`config.mk`:
```
export PLATFORM = sky130hd
export DESIGN_NAME = irq_ctrl
export DESIGN_NICKNAME = d
export VERILOG_FILES = /design/src/rtl/irq_ctrl_pkg.sv /design/src/rtl/irq_sync_edge.sv /design/src/rtl/irq_ctrl.sv
export SDC_FILE = /design/constraint.sdc
export NUM_CORES = 1
export LEC_CHECK = 0
export ABC_CLOCK_PERIOD_IN_PS = 2700
export BUFFER_PORTS_ARGS = -buffer_cell sky130_fd_sc_hd__buf_2
export CAP_MARGIN = 10
export CORE_ASPECT_RATIO = 0.9
export CORE_UTILIZATION = 55
export DETAILED_ROUTE_END_ITERATION = 7
export GPL_ROUTABILITY_DRIVEN = 1
export PLACE_DENSITY_LB_ADDON = 0.1
export SYNTH_ARGS = -nofsm -noshare
export SYNTH_HDL_FRONTEND = slang
export SYNTH_SLANG_ARGS = --single-unit
```
`constraint.sdc`:
```
create_clock -name clk -period 2.7 [get_ports clk]
set_input_delay 0.54 -clock clk [delete_from_list [all_inputs] [get_ports clk]]
set_output_delay 0.54 -clock clk [all_outputs]
set_load 0.02 [all_outputs]
```
`src/rtl/irq_ctrl_pkg.sv`:
```
// Shared definitions for the interrupt controller: FSM states, register map, vector layout.
// No logic of its own; imported by the top and the per-source synchronizer.
// The vector helper is pure combinational arithmetic that wraps modulo 2^16.
package irq_ctrl_pkg;

  typedef enum logic [1:0] {
    ST_IDLE = 2'd0,
    ST_REQ  = 2'd1,
    ST_SERV = 2'd2
  } state_e;

  localparam logic [1:0] SEL_MASK = 2'd0;
  localparam logic [1:0] SEL_BASE = 2'd1;
  localparam logic [1:0] SEL_EOI  = 2'd2;
  localparam logic [1:0] SEL_PEND = 2'd3;

  localparam logic [15:0] VEC_RST_DEFAULT = 16'h0100;
  localparam logic [15:0] VEC_STRIDE      = 16'd4;
  localparam int          ID_W            = 3;

  // Handler address of source id: base plus a fixed stride per source, 16-bit wrap.
  function automatic logic [15:0] vec_addr(input logic [15:0] base, input logic [ID_W-1:0] id);
    return base + (16'(id) * VEC_STRIDE);
  endfunction

endpackage

```
`src/rtl/irq_sync_edge.sv`:
```
// One interrupt line: 2-flop synchronizer followed by a rising-edge detector.
// Latency: an edge seen by the second sync flop pulses rise for one cycle.
// No backpressure; rise is suppressed until the chain has refilled after reset.
module irq_sync_edge
  import irq_ctrl_pkg::*;
(
  input  logic clk,
  input  logic rst_n,
  input  logic src_in,
  output logic rise
);

  logic       sync1_q, sync1_d;
  logic       sync2_q, sync2_d;
  logic       prev_q,  prev_d;
  // Arm shift register: edges are only trusted once the synchronizer and the
  // previous-value flop all hold post-reset samples, so a line that was
  // already high at reset release is treated as a level, not an edge.
  logic [2:0] arm_q,   arm_d;

  // Next-state for the synchronizer chain, edge-detect history and arm bits.
  always_comb begin
    sync1_d = src_in;
    sync2_d = sync1_q;
    prev_d  = sync2_q;
    arm_d   = {arm_q[1:0], 1'b1};
  end

  // State registers, cleared asynchronously.
  always_ff @(posedge clk or negedge rst_n) begin
    if (!rst_n) begin
      sync1_q <= 1'b0;
      sync2_q <= 1'b0;
      prev_q  <= 1'b0;
      arm_q   <= 3'b000;
    end else begin
      sync1_q <= sync1_d;
      sync2_q <= sync2_d;
      prev_q  <= prev_d;
      arm_q   <= arm_d;
    end
  end

  assign rise = sync2_q & ~prev_q & arm_q[2];

endmodule

```
`src/rtl/irq_ctrl.sv`:
```
// Fixed-priority interrupt controller: NSRC edge-triggered sources, one in service at a time.
// Latency: pend set 1 cycle after a synchronized edge, irq 1 cycle later; vec 1 cycle after ack.
// Flow: irq held until int_ack or withdrawal; no new request until EOI retires the current one.
module irq_ctrl
  import irq_ctrl_pkg::*;
#(
  parameter int          NSRC    = 8,
  parameter logic [15:0] VEC_RST = VEC_RST_DEFAULT
) (
  input  logic            clk,
  input  logic            reset,
  input  logic [NSRC-1:0] src,
  input  logic            cr_we,
  input  logic [1:0]      cr_sel,
  input  logic [15:0]     cr_wdata,
  output logic [15:0]     cr_rdata,
  output logic            irq,
  input  logic            int_ack,
  output logic [15:0]     vec,
  output logic            vec_valid
);

  state_e            state_q, state_d;
  logic [NSRC-1:0]   pend_q, pend_d;
  logic [NSRC-1:0]   mask_q, mask_d;
  logic [15:0]       base_q, base_d;
  logic [15:0]       vec_q, vec_d;
  logic [ID_W-1:0]   id_q, id_d;
  logic              irq_q, irq_d;
  logic              vec_valid_q, vec_valid_d;

  logic [NSRC-1:0]   rise;
  logic [NSRC-1:0]   elig;
  logic [ID_W-1:0]   top_id;
  logic [NSRC-1:0]   ack_clr;
  logic [NSRC-1:0]   pend_clr;
  logic              wr_mask, wr_base, wr_eoi, wr_pend;

  for (genvar g = 0; g < NSRC; g++) begin : g_sync
    irq_sync_edge u_sync (
      .clk    (clk),
      .rst_n  (reset),
      .src_in (src[g]),
      .rise   (rise[g])
    );
  end

  assign elig    = pend_q & mask_q;
  assign wr_mask = cr_we && (cr_sel == SEL_MASK);
  assign wr_base = cr_we && (cr_sel == SEL_BASE);
  assign wr_eoi  = cr_we && (cr_sel == SEL_EOI);
  assign wr_pend = cr_we && (cr_sel == SEL_PEND);

  // Priority encoder: scanning from the top down leaves the lowest set index.
  always_comb begin
    top_id = '0;
    for (int i = NSRC - 1; i >= 0; i--) begin
      if (elig[i]) top_id = ID_W'(i);
    end
  end

  // FSM next state plus the acknowledge side effects (id, vector, pend clear).
  always_comb begin
    state_d     = state_q;
    id_d        = id_q;
    vec_d       = vec_q;
    vec_valid_d = 1'b0;
    ack_clr     = '0;
    case (state_q)
      ST_IDLE: begin
        if (|elig) state_d = ST_REQ;
      end
      ST_REQ: begin
        // An ack that lands after the request was withdrawn is treated as stray.
        if (int_ack && (|elig)) begin
          id_d        = top_id;
          ack_clr     = NSRC'(1) << top_id;
          vec_d       = vec_addr(base_q, top_id);
          vec_valid_d = 1'b1;
          state_d     = ST_SERV;
        end else if (!(|elig)) begin
          state_d = ST_IDLE;
        end
      end
      ST_SERV: begin
        if (wr_eoi) state_d = ST_IDLE;
      end
      default: state_d = ST_IDLE;
    endcase
    irq_d = (state_d == ST_REQ);
  end

  // Control registers; a new edge beats any clear of the same pend bit.
  always_comb begin
    mask_d   = wr_mask ? cr_wdata[NSRC-1:0] : mask_q;
    base_d   = wr_base ? {cr_wdata[15:2], 2'b00} : base_q;
    pend_clr = ack_clr | (wr_pend ? cr_wdata[NSRC-1:0] : '0);
    pend_d   = (pend_q & ~pend_clr) | rise;
  end

  // State registers, cleared asynchronously so a reset abandons any transaction.
  always_ff @(posedge clk or negedge reset) begin
    if (!reset) begin
      state_q     <= ST_IDLE;
      pend_q      <= '0;
      mask_q      <= '0;
      base_q      <= VEC_RST;
      vec_q       <= '0;
      id_q        <= '0;
      irq_q       <= 1'b0;
      vec_valid_q <= 1'b0;
    end else begin
      state_q     <= state_d;
      pend_q      <= pend_d;
      mask_q      <= mask_d;
      base_q      <= base_d;
      vec_q       <= vec_d;
      id_q        <= id_d;
      irq_q       <= irq_d;
      vec_valid_q <= vec_valid_d;
    end
  end

  // Read mux; the status view puts in_service at bit 4 above a 4-bit id field.
  always_comb begin
    cr_rdata = '0;
    case (cr_sel)
      SEL_MASK: cr_rdata[NSRC-1:0] = mask_q;
      SEL_BASE: cr_rdata = base_q;
      SEL_EOI: begin
        cr_rdata[4]   = (state_q == ST_SERV);
        cr_rdata[3:0] = 4'(id_q);
      end
      SEL_PEND: cr_rdata[NSRC-1:0] = pend_q;
      default:  cr_rdata = '0;
    endcase
  end

  assign irq       = irq_q;
  assign vec       = vec_q;
  assign vec_valid = vec_valid_q;

endmodule

```
Yosys cells after proc, flatten, opt, wreduce, memory -nomap -nowiden --
Index checks and enable logic that the tools add are counted.
Operators by class: reduce and logical (&&, ||, !) cells 9, div/mod/pow operators 0, $lt $le $gt $ge 0, equal/unequal tests 6, bitwise gates (word level) 29, add/sub/neg operators 1, mux-type cells 21, multipliers 0, shift-type cells 1
Operator list (number):
- 2-to-1 mux 8 bit | 4
- 2-to-1 mux 3 bit | 8
- one-hot mux 5 bit (4 select lines) | 1
- adder 16 x 5 -> 16 bit | 1
- bitwise AND 1 bit | 16
- bitwise AND 8 bit | 2
- OR 8 bit | 2
- one-hot mux 3 bit (3 select lines) | 1
- 2-to-1 mux 2 bit | 4
- NOT 1 bit | 8
- NOT 8 bit | 1
- OR reduction 8 bit | 1
- left shift 1 x 3 -> 8 bit, first input constant | 1
- equality test 2 x 1 -> 1 bit, second input constant | 3
- equality test 2 bit, second input constant | 3
- one-hot mux 2 bit (3 select lines) | 1
- logical AND 1 bit | 5
- logical NOT 2 bit | 2
- 2-to-1 mux 1 bit | 2
- AND reduction 2 bit | 1
Storage, ports and cells: register bits after elaboration 101, memories kept 0, output and inout port bits 34, bits in read-only memories 0, bits in latches 0, bits of input ports 30, memory bits (writable) 0, word-level logic and storage cells 107

Depth between registers and ports, before layout --
Gate-level depths: netlist of run 1.
word-level depth 16, mapped depth 11, depth with buffers taken out 11

By module --
From an unflattened synthesis of run 1, not the netlist that was laid out.
Second synthesis, totals: cell total of the unflattened synthesis 308, area, all modules 3923.8 µm²
Modules (own cells, without submodules):
- irq_ctrl | cells each 244, area each 2622.5 µm², seq. area each 1277.5 µm², times used 1
- irq_sync_edge | cells each 8, area each 162.7 µm², seq. area each 150.1 µm², times used 8

Worst setup path before layout of run 1 --
No wires, ideal clock.
path type reg2reg, from register pend_q[0], to register vec_q[12], in the netlist vec[12], library setup time 0.076 ns, stages on the path, launching flop included 12, path buffers 0, slack 0.223 ns, arrival 2.401 ns, cell sequence dfrtp_1 -> a22o_2 -> a21o_1 -> o221ai_4 -> ha_1 -> inv_1 -> fa_1 -> nand2b_1 -> a21oi_1 -> nand2_1 -> xor2_1 -> o21ai_1
On the way: elaborated cells between the ends (all ways) 6, those cells by class 1 x add/sub; 1 x mux; 1 x bitwise; 3 x reduce/logical
RTL lines:
- start, declared | RTL line irq_ctrl.sv:24 | logic [NSRC-1:0] pend_q, pend_d;
- start signal, assigned | RTL line irq_ctrl.sv:114 | pend_q <= pend_d;
- bitwise AND 8 bit | RTL line irq_ctrl.sv:48 | assign elig = pend_q & mask_q;
- 2-to-1 mux 3 bit | RTL line irq_ctrl.sv:58 | if (elig[i]) top_id = ID_W'(i);
- via top_id[0] | RTL line irq_ctrl.sv:34 | logic [ID_W-1:0] top_id;
- adder 16 x 5 -> 16 bit | RTL line irq_ctrl_pkg.sv:23 | return base + (16'(id) * VEC_STRIDE);
- end signal, assigned | RTL line irq_ctrl.sv:117 | vec_q <= vec_d;
- end, declared | RTL line irq_ctrl.sv:27 | logic [15:0] vec_q, vec_d;
The timed path passes the listed nets, and every way through them passes these cells. A chain may end at the register's enable or synchronous reset.

Worst setup path after layout of run 1 --
from register pend_q[0], to register vec_q[10], in the netlist vec[10]
The elaborated chain is that of the path after synthesis.

==> results of run 1 <==
[timing repair]
action	4_1_cts	5_1_grt
resized for setup	0	5
endpoints found under the setup margin	0	8
hold buffers	0	0
buffers inserted	0	2
endpoints found under the hold margin	0	0
[worst max-delay path by stage]
stage | from | endpoint | slack, ns | cells past startpoint
global placement | pend_q[0] | vec[14] | 0.21 | 11
CTS | mask_q[0] | vec[10] | 0.06 | 11
global route | pend_q[0] | vec[10] | -0.03 | 11
floorplan | pend_q[0] | vec[12] | 0.22 | 11
finish | pend_q[0] | vec[10] | 0.13 | 11
detailed placement | pend_q[0] | vec[10] | 0.11 | 11
[sequential cells by signal, summed over array words and instances, names as in the netlist]
register / cells
mask_q: 8
pend_q: 8
g_sync.u_sync.prev_d: 8
g_sync.u_sync.prev_q: 8
vec: 14
g_sync.u_sync.sync1_q: 8
g_sync.u_sync.arm_q: 3
state_q: 2
id_q: 3
vec_valid: 1
irq: 1
base_q: 14
[per-stage QoR]
| step | worst slack [ns] | hold slack, ns | TNS [ns] |
|---|---|---|---|
| after detailed placement | 0.1138 | 0.3347 | 0 |
| final | 0.1299 | 0.2942 | 0 |
| after CTS | 0.05697 | 0.2766 | 0 |
| after global placement | 0.2108 | 0.3317 | 0 |
| after global routing | -0.02873 | 0.2720 | -0.03823 |
| after floorplan | 0.2226 | 0.2444 | 0 |
[placed cells by master, fill, tap and decap left out, types with 6 or more instances in the layout]
cell,instances
dfrtp_1,77
mux2_2,22
buf_4,6
inv_1,6
xor2_1,10
clkbuf_8,10
o21ai_0,10
and2_1,11
a22oi_1,6
nand3_1,11
o21ai_1,12
buf_2,60
nand2_1,44
[worst register-to-register path: stages (launching register included)]
cell	delay, ns
dfrtp_1	0.42
a22o_2	0.31
a21o_1	0.19
o221ai_4	0.20
ha_4	0.17
inv_1	0.05
fa_1	0.40
nand2b_1	0.20
a21oi_2	0.19
nand2_1	0.09
xor2_1	0.16
o21ai_1	0.08
[power groups by stage]
stage / logic (mW) / registers (mW) / clock network [mW]
2_1_floorplan: 0.689 / 1.75 / 0
3_3_place_gp: 1.15 / 1.66 / 0
3_5_place_dp: 1.17 / 1.68 / 0
4_1_cts: 1.19 / 1.66 / 1.09
5_1_grt: 1.34 / 1.70 / 1.14
6_report: 1.21 / 1.66 / 1.07
[cells by family (layout without fill, tap and decap cells)]
group,Yosys count,in the layout,synth area share [%]
AO/OA/AOI/OAI,47,47,9.758
XOR/XNOR,12,12,3.128
adder cells (fa/ha/maj),4,4,1.713
buffers and inverters,19,89,2.719
flip-flops,78,78,58.14
multiplexers,31,31,10.91
other,2,3,0.2235
AND/OR/NAND/NOR,91,91,13.41
[layout make-up]
type	instances	area share, %
Timing Repair Buffer	66	8.630
Tap cell	70	2.189
Clock buffer	10	3.440
Sequential cell	78	48.81
Inverter	7	0.6567
Multi-Input combinational cell	188	33.36
Clock inverter	6	2.908
[metal layers]
layer	wire, um	up-vias	share of wire, %
met1	3301	1177	49
met4	57	0	0.84
met3	412	6	6.1
met5	0	-	0
li1	-	1113	-
met2	3027	82	45
==> results.json, run 1 <==
{
  "synth_edf_count": 0,
  "cts_buffer_depth": 2,
  "hold_path.class": "primary input to flip-flop",
  "worst-path-buf-inv": 1,
  "insertion_delay_ns": 0.35,
  "initial_core_util_pct": 58.02,
  "num_vias": 2378,
  "yosys.area.top_type": "dfrtp_1",
  "core_area_sq_mm": 0.005791,
  "crit_path_start_kind": "flip-flop",
  "cpPeakStageDelay_ns": 0.42,
  "syn_inst": 284,
  "wirelength_um": 6799,
  "num_rows": 26,
  "synth_flop_cell": "dfrtp_1",
  "antenna_found_initial": 0,
  "worstPathMaxFanout": 5,
  "swShare_pct": 34.35,
  "multi_input_area_sq_mm": 0.001335,
  "reg2regPathDepth": 11,
  "syn_to_final_growth_pct": 19.11,
  "placed_area_sq_mm": 0.003716,
  "overflow": 0,
  "power_density_mw_per_mm2": 983.9,
  "path_delay_family": "compound AO/OA/AOI/OAI gates",
  "seqPwrFrac_pct": 42.1,
  "cts_tree": "built",
  "crit_path_top_delay_cell": "dfrtp_1",
  "ys_top_cells_by_count": "dfrtp_1, nand2_1, mux2_2",
  "finalPower_mw": 3.937,
  "cap_violations": 0,
  "final.fill_count": 473,
  "yosysMostFrequentCell": "dfrtp_1",
  "power.leakage_nw": 1.868,
  "end_kind": "flip-flop",
  "holdPathEnd": "g_sync[7].u_sync.sync1_q",
  "grt_max_degree": 79,
  "power_switching_mw": 1.352,
  "fin_util_pct": 69.10,
  "synth_top_area_share_pct": 57.36,
  "worstPathArrival_ns": 2.79,
  "die_height_um": 76.15,
  "grt_use_met2_pct": 34.59,
  "layoutNonFillerInstCount": 425,
  "final-seq-area_sq_mm": 0.001953,
  "crit_type": "flip-flop to flip-flop",
  "grt_use_met3_pct": 7.909,
  "antenna_cells": 0,
  "wl_per_cell_um": 16.00,
  "ant_nets": 0,
  "peakVddDrop_v": 0.0004446,
  "yosys-top-cells-area": "dfrtp_1, mux2_2, nand2_1, xor2_1, and2_1",
  "worstHoldStart": "src[7]",
  "outcome": "finished with violations",
  "avgSynthCellArea_sq_um": 11.83,
  "firstDrtPassIters": 7,
  "cts.sinks": 78,
  "intPower_mw": 2.584,
  "worstPathRequired_ns": 2.92,
  "max_freq_ghz": 0.3891,
  "design_area_sq_mm": 0.004001,
  "report.final.setup_viol": 0,
  "clk_pin_slew_worst_paths_ns": 0.08,
  "ys_ff_latch": 78,
  "r2r-start": "pend_q[0]",
  "nets": 384,
  "drc_errors": 12,
  "cp_cell_sequence": "a22o_2, a21o_1, o221ai_4, ha_4, inv_1, fa_1, nand2b_1, a21oi_2, nand2_1, xor2_1, o21ai_1",
  "gp_congestion": 0.8813,
  "pin_count": 64,
  "whs_path_depth": 1,
  "htreeDepth": 3,
  "grt_pass1_wl_um": 11410,
  "skew_ns": 0.01040,
  "r2r_slack_ns": 0.13,
  "synth_warnings": 0,
  "drive_above_1_share_pct": 32.68,
  "period_needed_ns": 2.570,
  "yosys.cell_types.count": 43,
  "finalCritPeriodShare_pct": 95.19,
  "r2r-end": "vec[10]",
  "violations": "design-rule violations",
  "cts_buffers": 9,
  "grt_pass1_vias": 2334,
  "grt_util_met1_pct": 33.51,
  "hold_viol": 0,
  "die-area_sq_mm": 0.006425,
  "grt.total_usage_pct": 23.32,
  "relSlewSlack_pct": 37.68,
  "portBuffers": 61,
  "hpwl_um": 4712,
  "post-place-cells": 407,
  "clockPowerShare_pct": 27.1,
  "post_drt_via_cell_ratio": 5.595,
  "comb_power_share_pct": 30.7,
  "die_w_um": 84.38,
  "synthArstFlopShare_pct": 100.0,
  "first_iter_violations": 172,
  "ys_seq_area_share_pct": 58.14,
  "cts-root-buf": "clkbuf_8",
  "worstMarginPinSlew_ns": 0.9348,
  "busiest_layer": "met2",
  "netlist_area_sq_mm": 0.003359,
  "slew_viol_final": 0
}
No activity file was read; power rests on OpenSTA's default activity.
==> run 2, diff against run 1 <==
--- a/config.mk
+++ b/config.mk
@@ -9,9 +9,10 @@
 export BUFFER_PORTS_ARGS = -buffer_cell sky130_fd_sc_hd__buf_2
 export CAP_MARGIN = 10
 export CORE_ASPECT_RATIO = 0.9
-export CORE_UTILIZATION = 55
+export CORE_UTILIZATION = 30
 export DETAILED_ROUTE_END_ITERATION = 7
 export GPL_ROUTABILITY_DRIVEN = 1
+export HOLD_SLACK_MARGIN = 0.06
 export PLACE_DENSITY_LB_ADDON = 0.1
 export SYNTH_ARGS = -nofsm -noshare
 export SYNTH_HDL_FRONTEND = slang
==> run 2 against run 1 <==
The flow now finishes without violations. Clock skew shrank 0.0043 ns. Critical path depth is the same. Sequential power is essentially flat. Sequential share of layout area shrank 1.9 points. Non-clock buffer count is the same. Total power grew 3.7%. Maximum frequency grew 2.8%. Setup slack gained 0.070 ns. Clock-buffer cell count is the same. Global-route usage shrank 9.1 points. Critical path type unchanged. Largest cell class unchanged.
==> results.json, run 2 (synthesized netlist as in run 1, its figures left out) <==
{
  "grt_pass1_vias": 2231,
  "power.leakage_nw": 1.892,
  "cts_buffer_depth": 2,
  "nets": 384,
  "post-place-cells": 491,
  "peakVddDrop_v": 0.0003908,
  "pin_count": 64,
  "worst-path-buf-inv": 1,
  "worstPathRequired_ns": 2.96,
  "final.fill_count": 1075,
  "cpPeakStageDelay_ns": 0.43,
  "power_density_mw_per_mm2": 981.8,
  "syn_to_final_growth_pct": 23.84,
  "mostFrequentLayoutCell": "dfrtp_1",
  "die-area_sq_mm": 0.01163,
  "portBuffers": 61,
  "wirelength_um": 7743,
  "finalCritPeriodShare_pct": 92.59,
  "num_rows": 36,
  "hpwl_um": 5603,
  "hold_viol": 0,
  "wl_per_cell_um": 15.27,
  "cts_setup_buffers": 0,
  "antenna_found_initial": 0,
  "comb_power_share_pct": 29.1,
  "report.final.setup_viol": 0,
  "initial_core_util_pct": 30.95,
  "path_delay_family": "compound AO/OA/AOI/OAI gates",
  "core_area_sq_mm": 0.01086,
  "crit_path_top_delay_cell": "dfrtp_1",
  "rsz0062_at_grt": "false",
  "crit_type": "flip-flop to flip-flop",
  "intPower_mw": 2.677,
  "skew_ns": 0.006101,
  "layoutNonFillerInstCount": 507,
  "slew_viol_final": 0,
  "cts_hold_buf": 0,
  "fin_setup_tns_ns": 0,
  "hold_path.class": "primary input to asynchronous set/reset pin",
  "cts_tree": "built",
  "ant_nets": 0,
  "worstPathArrival_ns": 2.76,
  "grt_max_degree": 45,
  "power_switching_mw": 1.407,
  "antenna_cells": 0,
  "layout_setup_ws_ns": 0.1999,
  "post_drt_via_cell_ratio": 4.497,
  "r2r_slack_ns": 0.20,
  "whs_ns": 0.1554,
  "mostFrequentLayoutCells": "dfrtp_1, buf_2, nand2_1, mux2_2",
  "cts-root-buf": "clkbuf_16",
  "r2r-start": "mask_q[0]",
  "insertion_delay_ns": 0.34,
  "drc_errors": 0,
  "crit_path_start_kind": "flip-flop",
  "drive_above_1_share_pct": 32.68,
  "die_height_um": 102.4,
  "clk_pin_slew_worst_paths_ns": 0.06,
  "htreeDepth": 3,
  "cts.sinks": 78,
  "num_vias": 2280,
  "first_iter_violations": 94,
  "ctsResizeCount": 0,
  "cap_violations": 0,
  "outcome": "finished, final reports clean",
  "worstPathMaxFanout": 6,
  "die_w_um": 113.5,
  "firstDrtPassIters": 5,
  "overflow": 0,
  "cp.depth": 11,
  "grt.total_usage_pct": 14.26,
  "cts_buffers": 9,
  "seqPwrFrac_pct": 40.7,
  "period_needed_ns": 2.500,
  "r2r-end": "vec[14]",
  "reg2regPathDepth": 11,
  "fin_util_pct": 38.32,
  "dp_slack_ns": 0.1163,
  "end_kind": "flip-flop",
  "clockPowerShare_pct": 30.2,
  "grt_pass1_wl_um": 12170,
  "max_freq_ghz": 0.4000,
  "gp_congestion": 0.7433,
  "swShare_pct": 34.46,
  "cp_cell_sequence": "a22o_2, a21o_1, o221ai_4, ha_1, inv_1, fa_1, nand2b_1, a21oi_2, nand2_1, xor2_1, o21ai_1"
}
-- run 2: cell count changes in the layout (fill, tap and decap cells not counted), moves of 2 or more --
cell | previous run | this run
bufinv_16 | 3 | 1
clkbuf_16 | 0 | 9
clkinvlp_4 | 0 | 2
o21ai_1 | 12 | 10
clkbuf_8 | 10 | 1
-- run 2: area by class of cell --
cell class / instances / area [sq um] / share of cell area (%)
sequential: 78 / 1953 / 46.95
multi-input combinational: 188 / 1326 / 31.88
timing repair buffer: 66 / 357.8 / 8.601
clock buffer: 10 / 239.0 / 5.744
tap: 152 / 190.2 / 4.571
clock inverter: 6 / 67.56 / 1.624
inverter: 7 / 26.28 / 0.6316
-- run 2: routing by layer --
layer / wire length (um) / part of all wire, % / GRT usage, % / vias to the layer above
li1: - / - / - / 1112
met1: 3967 / 51 / 19.87 / 1112
met2: 3366 / 43 / 20.68 / 47
met3: 305 / 3.9 / 4.804 / 9
met4: 104 / 1.3 / 4.858 / 0
met5: 0 / 0 / 0 / -
-- run 2: through the flow --
step | cell area [sq um] | total power [mW]
floorplan | 3363 | 2.440
global placement | 3846 | 2.871
detailed placement | 3846 | 2.882
CTS | 4153 | 4.152
global route | 4160 | 4.371
finish | 4160 | 4.084
-- run 2: how the worst max path moves through the flow --
stage,from,endpoint,slack (ns)
floorplan,pend_q[0],vec[12],0.22
global route,mask_q[0],vec[12],0.01
detailed placement,mask_q[0],vec[12],0.12
CTS,mask_q[0],vec[12],0.11
finish,mask_q[0],vec[14],0.20
global placement,pend_q[0],vec[10],0.17
-- run 2: power groups by stage --
stage	Sequential, mW	Combinational, mW	Clock [mW]
3_3_place_gp	1.68	1.19	0
3_5_place_dp	1.68	1.20	0
5_1_grt	1.70	1.33	1.34
6_report	1.66	1.19	1.24
2_1_floorplan	1.75	0.689	0
4_1_cts	1.66	1.20	1.29
-- run 2: worst register-to-register path, delay by kind of cell (launching register included) --
| kind | cells | cell delay [ns] |
|---|---|---|
| and+or+nand+nor | 2 | 0.27 |
| adders and majority gates | 2 | 0.58 |
| xor gates and xnor gates | 1 | 0.14 |
| DFF | 1 | 0.43 |
| AOI/OAI and AO/OA | 5 | 0.96 |
| buffers and inverters | 1 | 0.05 |
==> run 3, diff against run 2 <==
--- a/config.mk
+++ b/config.mk
@@ -14,6 +14,7 @@
 export GPL_ROUTABILITY_DRIVEN = 1
 export HOLD_SLACK_MARGIN = 0.06
 export PLACE_DENSITY_LB_ADDON = 0.1
+export REMOVE_ABC_BUFFERS = 1
 export SYNTH_ARGS = -nofsm -noshare
 export SYNTH_HDL_FRONTEND = slang
 export SYNTH_SLANG_ARGS = --single-unit
==> run 3 against run 2 <==
Final cell count increased by 0.39%. Flip-flop and latch count is the same. Die area is the same. Non-clock buffer count is 3 higher. Clock skew shrank 0.0025 ns. Maximum frequency rose by 0.47%. Cell area barely moved. Largest cell class unchanged. Highest routed layer unchanged.
==> results.json, run 3 (synthesized netlist as in run 1, its figures left out) <==
{
  "grt_use_met2_pct": 21.29,
  "crit_type": "flip-flop to flip-flop",
  "design_area_sq_mm": 0.004163,
  "antenna_found_initial": 0,
  "pin_count": 64,
  "max_freq_ghz": 0.4019,
  "cap_violations": 0,
  "clk_pin_slew_worst_paths_ns": 0.06,
  "crit_path_start_kind": "flip-flop",
  "rsz0062_at_grt": "false",
  "fin_setup_tns_ns": 0,
  "path_delay_family": "compound AO/OA/AOI/OAI gates",
  "mostFrequentLayoutCell": "dfrtp_1",
  "cts_hold_buf": 0,
  "wl_per_cell_um": 14.27,
  "cpPeakStageDelay_ns": 0.41,
  "slew_viol_final": 0,
  "worstPathRequired_ns": 2.91,
  "peakVddDrop_v": 0.0003360,
  "outcome": "finished, final reports clean",
  "cp_cell_sequence": "a22o_2, a21o_1, o221ai_4, ha_1, inv_1, fa_1, nand2b_1, a21oi_2, nand2_1, xor2_1, o21ai_1",
  "antenna_cells": 0,
  "insertion_delay_ns": 0.33,
  "final-seq-area_sq_mm": 0.001953,
  "reg2regPathDepth": 11,
  "cts_buffer_depth": 2,
  "drc_errors": 0,
  "die_w_um": 113.5,
  "layoutNonFillerInstCount": 509,
  "placed_area_sq_mm": 0.003869,
  "nets": 387,
  "portBuffers": 61,
  "core_area_sq_mm": 0.01086,
  "relSlewSlack_pct": 58.93,
  "grt_pass1_wl_um": 11830,
  "ant_nets": 0,
  "cts_buffers": 9,
  "hold_viol": 0,
  "worstPathArrival_ns": 2.69,
  "cts.sinks": 78,
  "multi_input_area_sq_mm": 0.001323,
  "syn_to_final_growth_pct": 23.91,
  "grt_max_degree": 46,
  "post-place-cells": 494,
  "num_rows": 36,
  "busiest_layer": "met2",
  "initial_core_util_pct": 30.95,
  "period_needed_ns": 2.488,
  "overflow": 0,
  "first_iter_violations": 97,
  "gp_congestion": 0.8130,
  "cp.depth": 11,
  "finalCritPeriodShare_pct": 92.16,
  "report.final.setup_viol": 0,
  "end_kind": "flip-flop",
  "power_density_mw_per_mm2": 967.9,
  "worst-path-buf-inv": 1,
  "htreeDepth": 3,
  "cts_tree": "built",
  "hold_path.class": "primary input to asynchronous set/reset pin",
  "grt_pass1_vias": 2223,
  "drive_above_1_share_pct": 32.49,
  "grt_util_met1_pct": 18.43,
  "wirelength_um": 7262,
  "grt_use_met3_pct": 4.093,
  "skew_ns": 0.003637,
  "power.leakage_nw": 1.902,
  "final.fill_count": 1078,
  "whs_ns": 0.2285,
  "die-area_sq_mm": 0.01163,
  "worstMarginPinSlew_ns": 0.6160,
  "grt.total_usage_pct": 13.85,
  "die_height_um": 102.4,
  "hpwl_um": 5287,
  "num_vias": 2244,
  "cts-root-buf": "clkbuf_16",
  "worstPathMaxFanout": 5,
  "mostFrequentLayoutCells": "dfrtp_1, buf_2, nand2_1, mux2_2",
  "post_drt_via_cell_ratio": 4.409,
  "crit_path_top_delay_cell": "dfrtp_1",
  "firstDrtPassIters": 4
}
## run 3: cell count changes in the layout (fill, tap and decap cells not counted)
| cell | before | now |
|---|---|---|
| buf_4 | 5 | 8 |
| inv_6 | 2 | 0 |
| clkbuf_1 | 0 | 1 |
| clkinv_2 | 1 | 2 |
| clkinvlp_4 | 2 | 1 |
| o21ai_1 | 10 | 11 |
| o21ai_2 | 2 | 1 |
## run 3: final cells by class
class                           count  share of cell area [%]
Multi-Input combinational cell    188                   31.77
Clock buffer                       11                   5.831
Sequential cell                    78                   46.92
Tap cell                          152                   4.569
Inverter                            7                  0.6312
Clock inverter                      4                   1.142
Timing Repair Buffer               69                   9.137
## run 3: final timing paths
| check | from | slack, ns | end |
|---|---|---|---|
| min | reset | 0.23 | vec_valid |
| max reg2reg | mask_q[2] | 0.21 | vec[14] |
| max | mask_q[2] | 0.21 | vec[14] |
| max in group asynchronous | reset | 1.88 | g_sync[4].u_sync.prev_q |
| min in group clk | src[5] | 0.31 | g_sync[5].u_sync.sync1_q |
| min reg2reg | g_sync[6].u_sync.sync1_q | 0.35 | g_sync[6].u_sync.prev_d |
## run 3: power by group
group	switching, mW	leakage, nW	internal, mW	total, mW
sequential	0.213	0.925	1.44	1.65
clock	0.442	0.141	0.732	1.17
combinational	0.697	0.835	0.507	1.20
total	1.35	1.90	2.68	4.03
## run 3: routing by layer
metal | vias up | wire length (um) | share of wire, %
met5 | - | 0 | 0
met2 | 48 | 3309 | 46
met4 | 0 | 97 | 1.3
met1 | 1065 | 3574 | 49
met3 | 9 | 281 | 3.9
li1 | 1122 | - | -
## run 3: timing repair
item	CTS	global route
gates resized for setup	0	2
buffers inserted	0	0
hold endpoints to repair	0	0
setup endpoints to repair	0	4
## run 3: worst register-to-register path, delay by kind of cell (launching register included)
kind | cells | cell delay, ns
AO/OA/AOI/OAI | 5 | 0.89
XOR/XNOR | 1 | 0.14
AND/OR/NAND/NOR | 2 | 0.28
flip-flops | 1 | 0.41
adder cells (fa/ha/maj) | 2 | 0.60
buffers and inverters | 1 | 0.06
## run 3: per-stage QoR
stage | total power [mW] | util (%) | worst slack (ns)
4_1_cts | 4.093 | 38.31 | 0.09250
3_3_place_gp | 2.878 | 35.64 | 0.1630
5_1_grt | 4.301 | 38.35 | 0.01120
3_5_place_dp | 2.888 | 35.64 | 0.09335
2_1_floorplan | 2.419 | - | 0.1928
6_report | 4.029 | 38.35 | 0.2116
